**src/rtl/Types.sv**
```systemverilog
`default_nettype none
// +--------------------------------------------------------------------------+
// | Package     : Types                                                      |
// | Description : Shared types and widths for the writeback stage: datapath  |
// |               and register-index widths, the writeback FSM state enum    |
// |               and the in-flight destination tag record.                  |
// | Revision    : 1.0  initial release                                       |
// +--------------------------------------------------------------------------+
package Types;

  localparam int DATA      = 32;
  localparam int REG_WIDTH = 5;

  typedef enum logic [1:0] {
    RUN    = 2'd0,
    DRAIN  = 2'd1,
    HALTED = 2'd2
  } wb_state_e;

  typedef struct packed {
    logic                 valid;
    logic [REG_WIDTH-1:0] rd;
  } wb_tag_t;

endpackage
`default_nettype wire

```
**src/rtl/dest_tracker.sv**
```systemverilog
`default_nettype none
// +--------------------------------------------------------------------------+
// | Module      : dest_tracker                                               |
// | Description : Two-slot shift register of in-flight destination tags used |
// |               by decode for hazard comparison. Slot 0 is the youngest.   |
// | Ports       : clock, rst (async active-low)                              |
// |               shift_en        - 1 = accept issue, 0 = shift bubbles only |
// |               issue_valid/issue_regwrite/issue_rd - issued instruction   |
// |               flush           - squash the tag entering slot 0           |
// |               vld[1:0], rd0, rd1 - slot contents                         |
// | Revision    : 1.0  initial release                                       |
// +--------------------------------------------------------------------------+
module dest_tracker
  import Types::*;
(
  input  logic                 clock,
  input  logic                 rst,
  input  logic                 shift_en,
  input  logic                 issue_valid,
  input  logic                 issue_regwrite,
  input  logic [REG_WIDTH-1:0] issue_rd,
  input  logic                 flush,
  output logic [1:0]           vld,
  output logic [REG_WIDTH-1:0] rd0,
  output logic [REG_WIDTH-1:0] rd1
);

  wb_tag_t r_slot0;
  wb_tag_t r_slot1;
  wb_tag_t w_next;

  // A stalled issue still carries its index but is marked invalid; a flush or
  // a non-running stage inserts a clean bubble. x0 writes never create hazards.
  always_comb begin
    w_next.valid = 1'b0;
    w_next.rd    = '0;
    if (shift_en && !flush) begin
      w_next.valid = issue_valid && issue_regwrite && (issue_rd != '0);
      w_next.rd    = issue_rd;
    end
  end

  // Slot 1 always takes the previous slot 0, even on flush: only the youngest
  // tag belongs to the squashed path.
  always_ff @(posedge clock or negedge rst) begin
    if (!rst) begin
      r_slot0 <= '0;
      r_slot1 <= '0;
    end else begin
      r_slot1 <= r_slot0;
      r_slot0 <= w_next;
    end
  end

  assign vld = {r_slot1.valid, r_slot0.valid};
  assign rd0 = r_slot0.rd;
  assign rd1 = r_slot1.rd;

endmodule
`default_nettype wire

```
**src/rtl/writeback_stage.sv**
```systemverilog
`default_nettype none
// +--------------------------------------------------------------------------+
// | Module      : writeback_stage                                            |
// | Description : Pipeline writeback: registered register-file write port,   |
// |               in-flight destination tags, HALT drain FSM and optional    |
// |               retirement statistics.                                     |
// | Config      : WB_STATS_EN - when defined, retired_count/regwrite_count   |
// |               are saturating counters; otherwise they read 0.            |
// | Ports       : clock, rst (async active-low)                              |
// |               mem_*   - MEM/WB slot (valid, regwrite, wbmux, rd, data)   |
// |               issue_* - decode issue info; flush squashes youngest tag   |
// |               wr_en/wr_addr/wr_data - register-file write port           |
// |               inflight_vld/rd0/rd1  - in-flight tags (slot 0 youngest)   |
// |               halted, retired_count, regwrite_count                      |
// | Revision    : 1.0  initial release                                       |
// +--------------------------------------------------------------------------+
module writeback_stage #(
  parameter int DATA      = Types::DATA,
  parameter int REG_WIDTH = Types::REG_WIDTH
) (
  input  logic                 clock,
  input  logic                 rst,
  input  logic                 mem_valid,
  input  logic                 mem_regwrite,
  input  logic                 mem_wbmux,
  input  logic [REG_WIDTH-1:0] mem_rd,
  input  logic [DATA-1:0]      mem_alu_result,
  input  logic [DATA-1:0]      mem_load_data,
  input  logic                 mem_halt,
  input  logic                 issue_valid,
  input  logic                 issue_regwrite,
  input  logic [REG_WIDTH-1:0] issue_rd,
  input  logic                 flush,
  output logic                 wr_en,
  output logic [REG_WIDTH-1:0] wr_addr,
  output logic [DATA-1:0]      wr_data,
  output logic [1:0]           inflight_vld,
  output logic [REG_WIDTH-1:0] inflight_rd0,
  output logic [REG_WIDTH-1:0] inflight_rd1,
  output logic                 halted,
  output logic [31:0]          retired_count,
  output logic [31:0]          regwrite_count
);

  import Types::*;

  wb_state_e            r_state;
  logic                 r_wr_en;
  logic [REG_WIDTH-1:0] r_wr_addr;
  logic [DATA-1:0]      r_wr_data;
  logic                 r_halted;

  logic w_run;
  logic w_write;

  assign w_run   = (r_state == RUN);
  // HALT never writes, even if it carries regwrite; x0 is never written.
  assign w_write = w_run && mem_valid && mem_regwrite && !mem_halt && (mem_rd != '0);

  always_ff @(posedge clock or negedge rst) begin
    if (!rst) begin
      r_state   <= RUN;
      r_wr_en   <= 1'b0;
      r_wr_addr <= '0;
      r_wr_data <= '0;
      r_halted  <= 1'b0;
    end else begin
      case (r_state)
        RUN: begin
          r_wr_en <= w_write;
          // Address/data hold their last value while no write is issued.
          if (w_write) begin
            r_wr_addr <= mem_rd;
            r_wr_data <= mem_wbmux ? mem_alu_result : mem_load_data;
          end
          if (mem_valid && mem_halt) begin
            r_state <= DRAIN;
          end
        end
        DRAIN: begin
          r_wr_en  <= 1'b0;
          r_state  <= HALTED;
          r_halted <= 1'b1;
        end
        HALTED: begin
          r_wr_en  <= 1'b0;
          r_halted <= 1'b1;
        end
        default: begin
          r_wr_en  <= 1'b0;
          r_state  <= RUN;
          r_halted <= 1'b0;
        end
      endcase
    end
  end

  assign wr_en   = r_wr_en;
  assign wr_addr = r_wr_addr;
  assign wr_data = r_wr_data;
  assign halted  = r_halted;

  dest_tracker u_dest_tracker (
    .clock          (clock),
    .rst            (rst),
    .shift_en       (w_run),
    .issue_valid    (issue_valid),
    .issue_regwrite (issue_regwrite),
    .issue_rd       (issue_rd),
    .flush          (flush),
    .vld            (inflight_vld),
    .rd0            (inflight_rd0),
    .rd1            (inflight_rd1)
  );

`ifdef WB_STATS_EN
  logic [31:0] r_retired_count;
  logic [31:0] r_regwrite_count;

  // Counters only update when they advance so they hold at all-ones.
  always_ff @(posedge clock or negedge rst) begin
    if (!rst) begin
      r_retired_count  <= '0;
      r_regwrite_count <= '0;
    end else begin
      if (w_run && mem_valid && (r_retired_count != 32'hFFFF_FFFF)) begin
        r_retired_count <= r_retired_count + 32'd1;
      end
      if (w_write && (r_regwrite_count != 32'hFFFF_FFFF)) begin
        r_regwrite_count <= r_regwrite_count + 32'd1;
      end
    end
  end

  assign retired_count  = r_retired_count;
  assign regwrite_count = r_regwrite_count;
`else
  assign retired_count  = 32'd0;
  assign regwrite_count = 32'd0;
`endif

endmodule
`default_nettype wire
```
**config.mk**
```make
export PLATFORM = sky130hd
export DESIGN_NAME = writeback_stage
export DESIGN_NICKNAME = d
export VERILOG_FILES = /design/src/rtl/Types.sv /design/src/rtl/dest_tracker.sv /design/src/rtl/writeback_stage.sv
export SDC_FILE = /design/constraint.sdc
export NUM_CORES = 1
export LEC_CHECK = 0
export BUFFER_PORTS_ARGS = -buffer_cell sky130_fd_sc_hd__buf_2
export CORE_ASPECT_RATIO = 1.2
export CORE_MARGIN = 2
export CORE_UTILIZATION = 46
export CTS_BUF_LIST = sky130_fd_sc_hd__clkbuf_16
export DETAILED_ROUTE_END_ITERATION = 10
export GPL_ROUTABILITY_DRIVEN = 0
export GPL_TIMING_DRIVEN = 0
export PLACE_DENSITY_LB_ADDON = 0.12
export SYNTH_ARGS = -nofsm -noshare
export SYNTH_HDL_FRONTEND = slang
export SYNTH_SLANG_ARGS = --single-unit
```
**constraint.sdc**
```tcl
create_clock -name clock -period 5.35 [get_ports clock]
set_clock_uncertainty 0.2 [all_clocks]
set_input_delay 0.2675 -clock clock [delete_from_list [all_inputs] [get_ports clock]]
set_output_delay 0.2675 -clock clock [all_outputs]
set_load 0.02 [all_outputs]
```
# Word level (Yosys, flattened, before mapping)
# Cells that the tools add are included.
dict set report totals {
  register_bits 53
  inputBits 83
  out_inout_bits 115
  elab_cells 35
}
dict set report classes {
  eq_ne 3
  mux 6
  bitwise_logic 1
  reduce_logical 16
}
# operator count
set op_table {}
lappend op_table {{two-way mux 32 bit} 1}
lappend op_table {{nonzero test 5 bit} 2}
lappend op_table {{logical AND 1 bit} 8}
lappend op_table {{two-way mux 6 bit} 1}
lappend op_table {{one-hot mux 2 bit (3 select lines)} 1}
lappend op_table {{AND reduction 2 bit} 2}
lappend op_table {{equality test 2 x 1 -> 1 bit (second input constant)} 1}
lappend op_table {{equality test 2 bit (second input constant)} 1}
lappend op_table {{logical NOT 1 bit} 2}
lappend op_table {{logical NOT 2 bit} 1}
lappend op_table {{two-way mux 2 bit} 1}
lappend op_table {{inequality test 2 bit (second input constant)} 1}
lappend op_table {{one-hot mux 1 bit (2 select lines)} 1}
lappend op_table {{OR reduction 2 bit} 1}
lappend op_table {{two-way mux 1 bit} 1}
lappend op_table {{inverter 1 bit} 1}

# Depth between registers and ports, before layout
dict set report depth {
  word_depth 6
  depth_mapped 8
  depth_no_buf 6
}

# By module
# Synthesis repeated with hierarchy kept, for this count alone.
dict set report hier_totals {
  cells_unflattened 219
  hier_area_um2 2972.9
}
# module instances cells_each area_per_inst_um2 seq_area_each_um2
set modules_own_cells {}
lappend modules_own_cells {writeback_stage 1 199 2615.0 1026.0}
lappend modules_own_cells {dest_tracker 1 20 357.8 300.3}

# Worst setup path before layout
# Ideal clock, no wire load.
dict set report synth_timing {
  kind {reg2reg}
  startpoint {reg r_state[0]}
  endpoint {reg r_wr_data[0] (netlist: wr_data[0])}
  setup_time_ns 0.125
  t_arrival_ns 1.638
  required_time_ns 5.025
  slack_ns 3.387
  stages_incl_launch_ff 9
  n_path_buf 2
  synth_period_minus_slack_ns 1.963
  path_cell_list {dfrtp_1 > inv_1 > ha_1 > and4b_1 > buf_2 > o21ai_4 > inv_4 > buf_12 > mux2_4}
}
dict set report synth_between {
  elab_chain_cells 6
}
# item line
set synth_rtl {}
lappend synth_rtl {{start, declared} writeback_stage.sv:47} ;# wb_state_e r_state;
lappend synth_rtl {{start signal, assigned} writeback_stage.sv:62} ;# r_state <= RUN;
lappend synth_rtl {{start signal, assigned} writeback_stage.sv:77} ;# r_state <= DRAIN;
lappend synth_rtl {{start signal, assigned} writeback_stage.sv:82} ;# r_state <= HALTED;
lappend synth_rtl {{logical NOT 2 bit *} {writeback_stage.sv:56, writeback_stage.sv:68}}
lappend synth_rtl {{logical AND 1 bit (4 in a row)} writeback_stage.sv:58} ;# assign w_write = w_run && mem_valid && mem_regwrite && !mem_halt && (mem_rd != '0);
lappend synth_rtl {{AND reduction 2 bit (no line) *} --}
lappend synth_rtl {{end signal, assigned} writeback_stage.sv:74} ;# r_wr_data <= mem_wbmux ? mem_alu_result : mem_load_data;
lappend synth_rtl {{end, declared} writeback_stage.sv:50} ;# logic [DATA-1:0] r_wr_data;
# Mark *: on every way between the ends. The rest lies on a longest branch, timed or not.
# A chain may end at the register's enable or synchronous reset.

# Worst setup path after layout
dict set report layout_timing {
  startpoint {reg r_state[0]}
  endpoint {reg r_wr_data[26] (netlist: wr_data[26])}
}
# The elaborated chain is that of the path after synthesis.

==> impl_results.md <==
* Status: finished, violations left
* Failing checks: hold timing
* Row count at 32
* Setup ws final at 3.19 ns
* Dpl ws at between 3 and 4 ns
* NumNets Final at approximately 510
* Clk slew on worst S/H paths at 0.07 ns
* Relative slew slack at 24.5%
* Synthesized instance count at 221
* Ant. Diodes at 0
* Final Non-Filler Cells at between 500 and 600
* Sw frac at 36.2%
* Fin Hold WS at -0.0115 ns
* Core area at 6330 µm²
* Global Route Usage Sum at 16.6%
* Synth Cell Area at 2970 µm²
* I/O Buffers at 132
* Die width at 77.4 µm
* Number of CTS-inserted buffers at 5
* Sum Neg Setup Slack at 0 ns
* CTS root buffer: clkbuf_16
* DR pass1 iterations at 3
* CP endpoint kind: register
* DR vias/cell at 4.06
* Register area share after synthesis at 44.7%
* H-tree depth at 2
* Drc violations at 0
* Met2 global-route usage at 29.1%
* Global-route wire length before repair at 9330 µm
* Gr ovfl total at 0
* Clock period minus worst slack at 2.16 ns
* Layout cells sized above 1 at 64.2%
* Detailed Place HPWL at 4640 µm
* Largest net degree at the start of global routing at 54
* Power per cell area at 425 nW/µm²
* Sequential power share at 36.4%
* Die H at about 92 µm
* Worst-margin pin slew at 1.13 ns
* Clock sinks at 53
* M3 GR Usage at 4.92%
* Routed length per instance at 11.4 µm
* Combinational share of power at 46.5%
* Vias in the first global route at approximately 2,000
* Max_cap viols at 0
* #FFs+latches synth at 53
* P_sw at about 640 µW
* Clock Tree Buf Depth at 2
* Most frequent cells in the layout: buf_2 (133), buf_4 (64), conb_1 (64)
* Util after Layout at 65.6%
* Reg2reg path depth at 8
* Gr busiest metal: met2
* Mapped Avg Cell Area at 13.4 µm²
* GR met1 Demand/Resource at 18.9%
* Synth Warn # at 0
* Internal power at 1.13 mW
* Top-Level Pins at 198
* Distinct cells, synth at 25
* RSZ-0062 raised after global routing: false
* F_max at 464 MHz
* Layout area overhead at 39.7%
* Reg2Reg Setup Slack at approximately 3.2 ns
* Worst EP required at 5.32 ns
* Initial antenna violation count at 0
* Post-CTS setup buffers at 0
* CTS tree: built
* Pwr Total at 1.76 mW
* Type of origin of the critical path: register
* Critical path peak fanout at 10
* CP Launch Point: r_state[0]
* Final period util at 40.3%
* Kind of critical path: reg2reg
* Starting Density at 47.0%
* WP data arrival at ~2.1 ns
* Initial DRC count at 66
* Total Wirelength at 5820 µm
* Clk_lat worst skew at between 0.2 and 0.3 ns
* Cell Count Post-Placement at between 500 and 600
* Post-route ant nets at 0
* Max VDD drop at 197 µV
* Fill cells at roughly 540
* Final hold violation count at 8
* Leak at 2.34 nW
* Slew Viols, Final at 0
* FF-to-FF End: wr_data[26]
* Vias after detailed routing at between 2,000 and 2,500
* Power share of the clock group at 17.1%
* R2r startpoint: r_state[0]
* PostCTS Resize Cnt at 0
* Most common cell after layout, fill and taps aside: buf_2
* Min-Delay Path Class: in2async
* Final setup fails at 0
* CP Capture Point: wr_data[26]
* Die Footprint at 7120 µm²
* Post-CTS Hold Fix Bufs at 4
## flip-flops by register name, indices dropped and copies added (netlist names)
name	cells
u_dest_tracker.vld	2
u_dest_tracker.rd1	5
wr_en	1
r_state	2
halted	1
wr_addr	5
u_dest_tracker.rd0	5
wr_data	32
## metrics by stage
step	area [µm²]	hold WS [ns]
after floorplan	3210	-0.228
after global placement	3970	0.155
after detailed placement	3970	0.160
after CTS	4150	0.00267
after global routing	4150	0.00712
final	4150	-0.0115
## cells in the mapped netlist (all sizes together)
library cell | number | area, µm²
a21oi | 2 | 10.0
a22o | 5 | 43.8
and2 | 5 | 31.3
and4b | 1 | 10.0
buf | 71 | 557
clkbuf | 1 | 3.75
conb | 1 | 3.75
dfrtp | 53 | 1330
ha | 4 | 50.1
inv | 3 | 13.8
mux2 | 67 | 863
nand2 | 1 | 3.75
nand3 | 1 | 5.00
nor2 | 1 | 3.75
nor2b | 1 | 6.26
nor3 | 1 | 5.00
o21ai | 1 | 16.3
or2 | 1 | 6.26
or3 | 1 | 11.3
## final cells by class
type                    count  area (µm²)  area share, %
plain buffers              72         561           13.5
clock buffers               5         125           3.01
clock inverters             2        11.3          0.271
inverters                   3        13.8          0.332
multi-input cells         156        1310           31.5
flip-flops and latches     53        1330           32.0
well taps                  85         106           2.56
repair buffers            136         701           16.9
## power by group through the flow
stage	clock [mW]	combinational (mW)	sequential, mW
6_report	0.301	0.821	0.642
5_1_grt	0.327	0.874	0.667
4_1_cts	0.314	0.830	0.643
3_5_place_dp	0	0.822	0.649
3_3_place_gp	0	0.820	0.641
2_1_floorplan	0	0.365	0.851
## cells by family after synthesis
logic type / synth area share, %
fa+ha+maj: 1.68
simple gates: 2.78
other cells: 0.126
mux: 29.1
compound gates: 2.36
flops: 44.7
buf+inv: 19.3
## metal layers
metal,vias to the layer above,wire (µm)
met5,-,0
met4,0,85
met3,4,550
met2,116,2910
met1,929,2280
li1,1031,-
## worst min path at each step
stage                     cells after the start                     to
after floorplan                               0                 halted
after global placement                        0  u_dest_tracker.rd1[1]
after detailed placement                      0  u_dest_tracker.rd1[1]
after CTS                                     2  u_dest_tracker.rd0[3]
after global routing                          2  u_dest_tracker.rd0[3]
final                                         1            wr_data[16]
## worst max-delay path: stages (launching register included)
cell and delay, ns:
dfrtp_1 0.39, inv_1 0.12, ha_1 0.24, and4b_1 0.20
buf_2 0.18, o21ai_4 0.11, inv_4 0.13, buf_12 0.16
mux2_4 0.30
Note: power is estimated with default switching activity, not from simulation.
